### src/rtl/mem_pkg.sv
// Shared definitions for the RAM port arbiter: FSM states, grant IDs,
// MS_2_0 size codes and read/write polarity.
// No ports; imported by mem_rr_arbiter and mem_port_arbiter.
package mem_pkg;

  typedef enum logic [1:0] {
    ST_IDLE    = 2'd0,
    ST_ISSUE   = 2'd1,
    ST_WAIT    = 2'd2,
    ST_RELEASE = 2'd3
  } mem_state_e;

  // Grant identifiers (also stored as last_grant)
  localparam logic GNT_I = 1'b0;
  localparam logic GNT_D = 1'b1;

  // MS_2_0 size/sign codes; bit 2 selects sign extension on reads
  localparam logic [2:0] MSZ_BYTE  = 3'b000;
  localparam logic [2:0] MSZ_HALF  = 3'b001;
  localparam logic [2:0] MSZ_WORD  = 3'b010;
  localparam logic [2:0] MSZ_SBYTE = 3'b100;
  localparam logic [2:0] MSZ_SHALF = 3'b101;

  // ReadWrite polarity
  localparam logic RW_READ  = 1'b1;
  localparam logic RW_WRITE = 1'b0;

endpackage

### src/rtl/mem_rr_arbiter.sv
// Purpose: combinational 2-way round-robin grant between fetch (I) and data (D).
// Latency: zero (pure combinational); ports: i_req_i, d_req_i, last_grant_i in,
// gnt_vld_o, gnt_id_o out. No backpressure: the caller decides when to take the grant.
module mem_rr_arbiter
  import mem_pkg::*;
(
  input  logic i_req_i,
  input  logic d_req_i,
  input  logic last_grant_i,
  output logic gnt_vld_o,
  output logic gnt_id_o
);

  always_comb begin
    gnt_vld_o = i_req_i | d_req_i;
    gnt_id_o  = GNT_I;
    if (i_req_i && d_req_i) begin
      // Tie: the port that did not win last time goes next
      gnt_id_o = (last_grant_i == GNT_I) ? GNT_D : GNT_I;
    end else if (d_req_i) begin
      gnt_id_o = GNT_D;
    end
  end

endmodule

### src/rtl/mem_port_arbiter.sv
// Purpose: arbitrates fetch (I) and data (D) requesters onto one RAM
// MOV/MOC handshake, returns read data and a one-cycle DONE (plus ERR on timeout).
// Latency: MOV one cycle after grant, DONE one cycle after MOC is sampled;
// backpressure: requests are levels held until DONE, a busy FSM simply defers them.
// Ports: CLK/RESET; I_* fetch port; D_* data port; ERR; MOV/ReadWrite/MS_2_0/
// Address/DataIn/MOC/DataOut RAM side. All outputs are registered.
module mem_port_arbiter
  import mem_pkg::*;
#(
  parameter logic [2:0] MS_WORD     = MSZ_WORD,
  parameter int         TIMEOUT_CYC = 16,
  parameter int         CNT_W       = 8
) (
  input  logic        CLK,
  input  logic        RESET,
  // fetch port
  input  logic        I_REQ,
  input  logic [31:0] I_ADDR,
  output logic [31:0] I_RDATA,
  output logic        I_DONE,
  // data port
  input  logic        D_REQ,
  input  logic        D_RW,
  input  logic [2:0]  D_MS,
  input  logic [31:0] D_ADDR,
  input  logic [31:0] D_WDATA,
  output logic [31:0] D_RDATA,
  output logic        D_DONE,
  output logic        ERR,
  // RAM side
  output logic        MOV,
  output logic        ReadWrite,
  output logic [2:0]  MS_2_0,
  output logic [31:0] Address,
  output logic [31:0] DataIn,
  input  logic        MOC,
  input  logic [31:0] DataOut
);

  // Last counter value before giving up; used both in WAIT and RELEASE
  localparam logic [CNT_W-1:0] TO_LAST = CNT_W'(TIMEOUT_CYC - 1);

  mem_state_e        state_q;
  logic              owner_q;
  logic              last_grant_q;
  logic [CNT_W-1:0]  cnt_q;
  logic [CNT_W-1:0]  cnt_inc;
  logic              mov_q;
  logic              rw_q;
  logic [2:0]        ms_q;
  logic [31:0]       addr_q;
  logic [31:0]       wdata_q;
  logic [31:0]       i_rdata_q;
  logic [31:0]       d_rdata_q;
  logic              i_done_q;
  logic              d_done_q;
  logic              err_q;

  logic              gnt_vld;
  logic              gnt_id;
  logic              rw_d;
  logic [2:0]        ms_d;
  logic [31:0]       addr_d;
  logic [31:0]       wdata_d;

  mem_rr_arbiter u_arb (
    .i_req_i      (I_REQ),
    .d_req_i      (D_REQ),
    .last_grant_i (last_grant_q),
    .gnt_vld_o    (gnt_vld),
    .gnt_id_o     (gnt_id)
  );

  // Fields latched at grant; the fetch port is always a word read
  always_comb begin
    addr_d  = I_ADDR;
    wdata_d = '0;
    rw_d    = RW_READ;
    ms_d    = MS_WORD;
    if (gnt_id == GNT_D) begin
      addr_d  = D_ADDR;
      wdata_d = D_WDATA;
      rw_d    = D_RW;
      ms_d    = D_MS;
    end
  end

  assign cnt_inc = cnt_q + CNT_W'(1);

  always_ff @(posedge CLK) begin
    if (RESET) begin
      state_q      <= ST_IDLE;
      owner_q      <= GNT_I;
      last_grant_q <= GNT_D;
      cnt_q        <= '0;
      mov_q        <= 1'b0;
      rw_q         <= 1'b0;
      ms_q         <= '0;
      addr_q       <= '0;
      wdata_q      <= '0;
      i_rdata_q    <= '0;
      d_rdata_q    <= '0;
      i_done_q     <= 1'b0;
      d_done_q     <= 1'b0;
      err_q        <= 1'b0;
    end else begin
      // DONE/ERR are single-cycle pulses
      i_done_q <= 1'b0;
      d_done_q <= 1'b0;
      err_q    <= 1'b0;
      case (state_q)
        ST_IDLE: begin
          if (gnt_vld) begin
            owner_q      <= gnt_id;
            last_grant_q <= gnt_id;
            addr_q       <= addr_d;
            wdata_q      <= wdata_d;
            rw_q         <= rw_d;
            ms_q         <= ms_d;
            mov_q        <= 1'b1;
            state_q      <= ST_ISSUE;
          end
        end
        ST_ISSUE: begin
          cnt_q   <= '0;
          state_q <= ST_WAIT;
        end
        ST_WAIT: begin
          // MOC takes priority over a timeout landing in the same cycle
          if (MOC) begin
            mov_q   <= 1'b0;
            cnt_q   <= '0;
            state_q <= ST_RELEASE;
            if (owner_q == GNT_I) begin
              i_done_q <= 1'b1;
              if (rw_q == RW_READ) i_rdata_q <= DataOut;
            end else begin
              d_done_q <= 1'b1;
              if (rw_q == RW_READ) d_rdata_q <= DataOut;
            end
          end else if (cnt_inc == TO_LAST) begin
            mov_q   <= 1'b0;
            cnt_q   <= '0;
            err_q   <= 1'b1;
            state_q <= ST_RELEASE;
            if (owner_q == GNT_I) i_done_q <= 1'b1;
            else                  d_done_q <= 1'b1;
          end else begin
            cnt_q <= cnt_inc;
          end
        end
        ST_RELEASE: begin
          // Hold off the next grant until the RAM drops MOC, so a stale
          // MOC cannot complete the next operation; bounded by the timeout
          if (!MOC || (cnt_q == TO_LAST)) begin
            state_q <= ST_IDLE;
          end else begin
            cnt_q <= cnt_inc;
          end
        end
        default: state_q <= ST_IDLE;
      endcase
    end
  end

  assign MOV       = mov_q;
  assign ReadWrite = rw_q;
  assign MS_2_0    = ms_q;
  assign Address   = addr_q;
  assign DataIn    = wdata_q;
  assign I_RDATA   = i_rdata_q;
  assign D_RDATA   = d_rdata_q;
  assign I_DONE    = i_done_q;
  assign D_DONE    = d_done_q;
  assign ERR       = err_q;

endmodule

### config.mk
export PLATFORM = sky130hd
export DESIGN_NAME = mem_port_arbiter
export DESIGN_NICKNAME = d
export VERILOG_FILES = /design/src/rtl/mem_pkg.sv /design/src/rtl/mem_rr_arbiter.sv /design/src/rtl/mem_port_arbiter.sv
export SDC_FILE = /design/constraint.sdc
export NUM_CORES = 1
export LEC_CHECK = 0
export ABC_AREA = 1
export BUFFER_PORTS_ARGS = -buffer_cell sky130_fd_sc_hd__buf_2
export CORE_MARGIN = 2
export CORE_UTILIZATION = 45
export CTS_CLUSTER_DIAMETER = 30
export DETAILED_ROUTE_END_ITERATION = 12
export PLACE_DENSITY_LB_ADDON = 0.1
export SLEW_MARGIN = 25
export SYNTH_ARGS = -nofsm -noshare
export SYNTH_HDL_FRONTEND = slang
export SYNTH_HIERARCHICAL = 1
export SYNTH_SLANG_ARGS = --single-unit
### constraint.sdc
create_clock -name CLK -period 4.3 [get_ports CLK]
set_clock_uncertainty 0.2 [all_clocks]
set_input_delay 0.645 -clock CLK [delete_from_list [all_inputs] [get_ports CLK]]
set_output_delay 0.645 -clock CLK [all_outputs]
set_load 0.01 [all_outputs]
==> results of run 1 <==
-- routing by layer --
layer / vias to the layer above / global-route usage
li1: 3049 / -
met1: 2677 / 0.289
met2: 200 / 0.368
met3: 30 / 0.0747
met4: 0 / 0.0982
met5: - / 0
-- worst reg2reg max path: stages (launching register included) --
cell      delay (ps)
dfxtp_1          320
inv_1             80
ha_1             280
inv_1            210
nor4_4           170
buf_4            370
clkinv_1         850
nor2_1           310
nor2_1           100
-- synthesized netlist by cell type --
library cell  count
a21oi_1          47
a21oi_2           1
buf_1             3
buf_2             9
buf_4             2
buf_6             6
clkbuf_1         26
clkbuf_2          3
clkbuf_8          1
clkinv_1          1
dfxtp_1         148
ha_1              5
inv_1            59
inv_2             2
nand2_1         169
nand2_2           6
nand2_4           2
nand3_1          42
nand3_2           1
nand4_1           4
nor2_1          142
nor2_2            2
nor2_4            1
nor3_1            1
nor4_1            1
nor4_4            2
o211ai_1         32
o21ai_0          72
o21ai_1           1
o221a_2           1
or2_1             1
or2_2             1
-- flip-flops by register name, indices dropped and copies added (netlist names), 2 cells and up --
register	cells
D_RDATA	32
MS_2_0	3
cnt_q	8
I_RDATA	32
DataIn	32
state_q	2
Address	32
-- layout make-up --
cell class	instances	area (sq um)	area share
inverters	62	235	0.0297
flip-flops and latches	148	2960	0.374
clock inverters	9	106	0.0134
repair buffers	282	1450	0.183
clock buffers	22	454	0.0574
multi-input cells	534	2490	0.314
well taps	176	220	0.0278
-- final timing paths --
kind | start | end | slack, ps | cells after the start
setup reg to reg | state_q[0]$_SDFFE_PP0P_ | D_RDATA[11]$_SDFFE_PP0P_ | 1310 | 8
setup / recovery | state_q[0]$_SDFFE_PP0P_ | D_RDATA[11]$_SDFFE_PP0P_ | 1310 | 8
hold reg to reg | DataIn[8]$_SDFFE_PP0P_ | DataIn[8]$_SDFFE_PP0P_ | 260 | 2
hold / removal | DataIn[8]$_SDFFE_PP0P_ | DataIn[8]$_SDFFE_PP0P_ | 260 | 2
-- logic make-up after synthesis --
logic type / count (synthesis)
AND/OR/NAND/NOR: 375
adder cells (fa/ha/maj): 5
flip-flops: 148
buffers and inverters: 112
AO/OA/AOI/OAI: 154
-- through the flow --
step / util / worst slack [ps]
detailed placement: 0.562 / 1500
floorplan: - / 2390
CTS: 0.605 / 1630
global placement: 0.562 / 1540
global route: 0.605 / 987
finish: 0.605 / 1310
-- where the power goes --
part           internal [mW]  switching (mW)
clock network          0.863           0.544
logic                  0.381           0.665
registers               1.58           0.115
total                   2.83            1.32
==> results.toml, run 1 <==
[power_and_ir_drop]
p_leak_nw = 4.11
power.density_nw_per_um2 = 524
vdd_drop_max_mv = 0.225
totalPowerFinal_mw = 4.15

[sta]
holdWs_ps = 260
min_period_ps = 2990
rsz0062_at_grt = "no"
fin_crit_sh = 0.695
setup_viol = 0
tns_ps = 0
maxSlewViolCount = 0
tightest_slew_ps = 942
slew_headroom = 0.368
hold_viol_final = 0
max_freq_ghz = 0.335

[grt]
antenna_found_initial = 1
grt_usage = 0.232
grt_pass1_wl_microns = 26600
grt_max_degree = 74
grt_pass1_vias = 5518
grt-ovfl-total = 0

[cells_and_area]
fill_cells = 1222
fin_cells = 1233
final_common_cell = "buf_2"
layout_common_cells = "272 x buf_2, 169 x nand2_1, 148 x dfxtp_1"
finish.instance_area_sq_um = 7920
nets = 1187
area_growth_pct = 33.1
antenna_cells = 0
drive_gt1_frac = 0.312

[routing]
wl_met1_microns = 7330
viasPerCell = 4.83
wl_microns = 16400
wl_met3_microns = 1200
ant_nets = 0
drtPass1Iterations = 4
wl_per_cell_microns = 13.3
drt-initial-drc-count = 356
wl_met2_microns = 7490
vias = 5956
routed.top_layer = "met4"
post-route-drc-count = 0

[placed_design]
dp.cells = 1202
dpl_cell_area_sq_um = 7360
place_congestion = 0.847
portBuffers = 272
dp_hpwl_microns = 11100

[critical_path]
critPathSlowestCell = "clkinv_1"
critical_path.top_delay_family = "buffers and inverters"
crit_fanout = 33
crit_type = "register to register"
cp.required_ps = 4400
end_kind = "register"
cp_num_buf_inv = 4
path_cells = "inv_1 > ha_1 > inv_1 > nor4_4 > buf_4 > clkinv_1 > nor2_1 > nor2_1"
max_stage_delay_ps = 830
worstSetupStartpointType = "register"
crit_arrival_ps = 3090

[floorplanning]
dieArea_sq_um = 14200
die_w_microns = 119
core_sq_um = 13100
rows = 42
pin_count = 273
start_util = 0.454
die_h_microns = 119

[hold_path]
hold_path_class = "register to register"

[synth]
synth_top_area_share = 0.498
synthSimpleGateAreaFrac = 0.263
synth_warnings = 6
syn-cell-area_sq_um = 5950
synth_seq_cells = 148
synthMuxAreaShare = 0
synth_top_family_by_area = "simple AND/OR/NAND/NOR gates"
avgSynthCellArea_sq_um = 7.49
seq_area_frac_synth = 0.498
syn_nets = 936
synth_compound_area_frac = 0.145
synthDistinctLibCells = 32
synth_fa_ha_area_frac = 0.0105
synth_top_cell_by_area = "dfxtp_1"
synth_area_leaders = "dfxtp_1 50%, nand2_1 11%, nor2_1 9.0%, o21ai_0 6.1%, o211ai_1 4.0%"
syn_inst = 794
synthXorXnorAreaFrac = 0

[clock_network]
htree_levels = 4
clock_sinks = 148
clock_latency_ps = 410
cts_tree = "yes"
clk_path_buf_depth = 2
clkSlewWorstSetupHoldPaths_ps = 60
cts_buffers = 17
cts_hold_buf = 0
postCtsSetupBuffers = 0
clock-root-buffer = "clkbuf_16"
cts.repair.resized = 0

[run_status]
status = "completed"

[run]
cap_violations = 0
Note: power is estimated with default switching activity, not from simulation.
==> run 2: changes to the inputs <==
CORE_UTILIZATION = 42   (was 45)
clock period = 2.5 ns   (was 4.3 ns; I/O delays follow)
==> run 2 against run 1 <==
Compared with the run above: critical path depth down 1; sequential share of layout area shrank 2.7 points; hold slack worse by 250 ps; flip-flop and latch count stayed put; sequential power rose by 72%; first-iteration DRC count fell by 28%.
==> results.toml, run 2 (synthesis results as in run 1) <==
[run_status]
status = "completed"

[critical_path]
max_stage_delay_ps = 540
r2r_end = "D_RDATA[25]$_SDFFE_PP0P_"
path_cells = "dlygate4sd3_1 > buf_2 > inv_1 > nor4_4 > buf_4 > o21ai_0 > nor2_1"
crit_fanout = 32
r2r_slack_ps = 510
cp.required_ps = 2660
end_kind = "register"
critical_path.top_delay_family = "buffers and inverters"
worstReg2RegStart = "state_q[0]$_SDFFE_PP0P_"
worstSetupStartpointType = "primary input"
r2r.worst_path.cells = 7
cp_num_buf_inv = 4
crit_arrival_ps = 2140
crit_type = "primary input to register"
critPathSlowestCell = "dlygate4sd3_1"

[power_and_ir_drop]
power.density_nw_per_um2 = 885
vdd_drop_max_mv = 0.457
p_leak_nw = 4.38

[floorplanning]
die_h_microns = 123
core_sq_um = 13900
pin_count = 273
die_w_microns = 123
rows = 43
start_util = 0.428
dieArea_sq_um = 15100

[sta]
maxSlewViolCount = 0
hold_viol_final = 0
fin_ws_ps = 513
max_freq_ghz = 0.503
slew_headroom = 0.628
fin_crit_sh = 0.795
setup_viol = 0
min_period_ps = 1990
tightest_slew_ps = 558
tns_ps = 0
rsz0062_at_grt = "no"

[clock_network]
clk_path_buf_depth = 2
cts_buffers = 17
clock_sinks = 148
postCtsSetupBuffers = 0
clock-root-buffer = "clkbuf_16"
htree_levels = 4
clock_latency_ps = 410
clkSlewWorstSetupHoldPaths_ps = 60
cts_tree = "yes"

[cells_and_area]
area_growth_pct = 43.3
final_common_cell = "buf_2"
drive_gt1_frac = 0.303
antenna_cells = 0
nets = 1238
utilization = 0.614
fin_cells = 1286
layout_common_cells = "272 x buf_2, 169 x nand2_1, 148 x dfxtp_1"

[grt]
antenna_found_initial = 0
grt_pass1_vias = 5495
grt_usage = 0.223
grt_pass1_wl_microns = 26500
grt_max_degree = 66
grt-ovfl-total = 0

[routing]
wl_per_cell_microns = 13.2
drtPass1Iterations = 4
post-route-drc-count = 0
viasPerCell = 4.68
vias = 6020
ant_nets = 0
drt-initial-drc-count = 258
wl_microns = 17000

[placed_design]
dp_hpwl_microns = 11300
portBuffers = 272
pre_cts_slack_ps = 539
dp.cells = 1211
place_congestion = 0.832

[hold_path]
hold_path_class = "primary input to register"
min_to = "I_RDATA[31]$_SDFFE_PP0P_"
min_path_cells = 3
min-delay-start = "DataOut[31]"

[run]
cap_violations = 0
## run 2: changes by cell type in the layout (fill, tap and decap cells not counted), moves of 2 or more
cell           delta
buf_12            +3
buf_4             +2
bufinv_16         +3
clkbuf_1          -2
clkinv_1          -2
clkinv_2          -2
clkinvlp_4        -2
dlygate4sd3_1    +46
inv_1             +2
## run 2: routing by layer
layer / up-vias / GRT usage / part of all wire / routed length, microns
li1: 3149 / - / - / -
met1: 2675 / 0.277 / 0.44 / 7400
met2: 169 / 0.363 / 0.48 / 8090
met3: 27 / 0.0660 / 0.067 / 1130
met4: 0 / 0.0888 / 0.020 / 339
met5: - / 0 / 0 / 0
## run 2: repair_timing
action | 4_1_cts | 5_1_grt
hold buffers | 46 | 0
resized for setup | 0 | 0
endpoints found under the hold margin | 59 | 0
endpoints found under the setup margin | 0 | 0
## run 2: where the power goes
group	total [mW]	switching (mW)	internal (mW)
Clock	2.73	0.949	1.78
Sequential	2.92	0.194	2.72
Combinational	1.90	1.15	0.745
Total	7.54	2.29	5.25
## run 2: worst reg2reg max path, stage by stage (launching register included)
cell     delay (ps)
dfxtp_1         330
inv_1            80
ha_1            270
inv_1           180
nor4_4          240
buf_4           370
o21ai_0         160
nor2_1           90
## run 2: through the flow
| step | power (mW) | hold WS [ps] | instance area [sq um] |
|---|---|---|---|
| floorplan | 4.07 | 234 | 5950 |
| global placement | 4.82 | 249 | 7430 |
| detailed placement | 4.81 | 252 | 7430 |
| CTS | 7.62 | 0.271 | 8520 |
| global route | 7.97 | 2.94 | 8520 |
| finish | 7.54 | 8.64 | 8520 |
## run 2: cell type report
class | instances | area (sq um)
Fill cell | 1280 | 5360
Sequential cell | 148 | 2960
Multi-Input combinational cell | 534 | 2490
Timing Repair Buffer | 333 | 1980
Clock buffer | 20 | 447
Inverter | 62 | 233
Tap cell | 180 | 225
Clock inverter | 9 | 180
## run 2: how the worst max path moves through the flow
stage                     depth (start not counted)                        to  slack, ps               startpoint
after floorplan                                   8  D_RDATA[10]$_SDFFE_PP0P_        770  state_q[0]$_SDFFE_PP0P_
after global placement                            7  D_RDATA[31]$_SDFFE_PP0P_        560  state_q[0]$_SDFFE_PP0P_
after detailed placement                          7   D_RDATA[0]$_SDFFE_PP0P_        540  state_q[0]$_SDFFE_PP0P_
after CTS                                         7  D_RDATA[10]$_SDFFE_PP0P_        510  state_q[0]$_SDFFE_PP0P_
after global routing                              7   D_RDATA[0]$_SDFFE_PP0P_        320  state_q[0]$_SDFFE_PP0P_
final                                             7  D_RDATA[25]$_SDFFE_PP0P_        510                      MOC
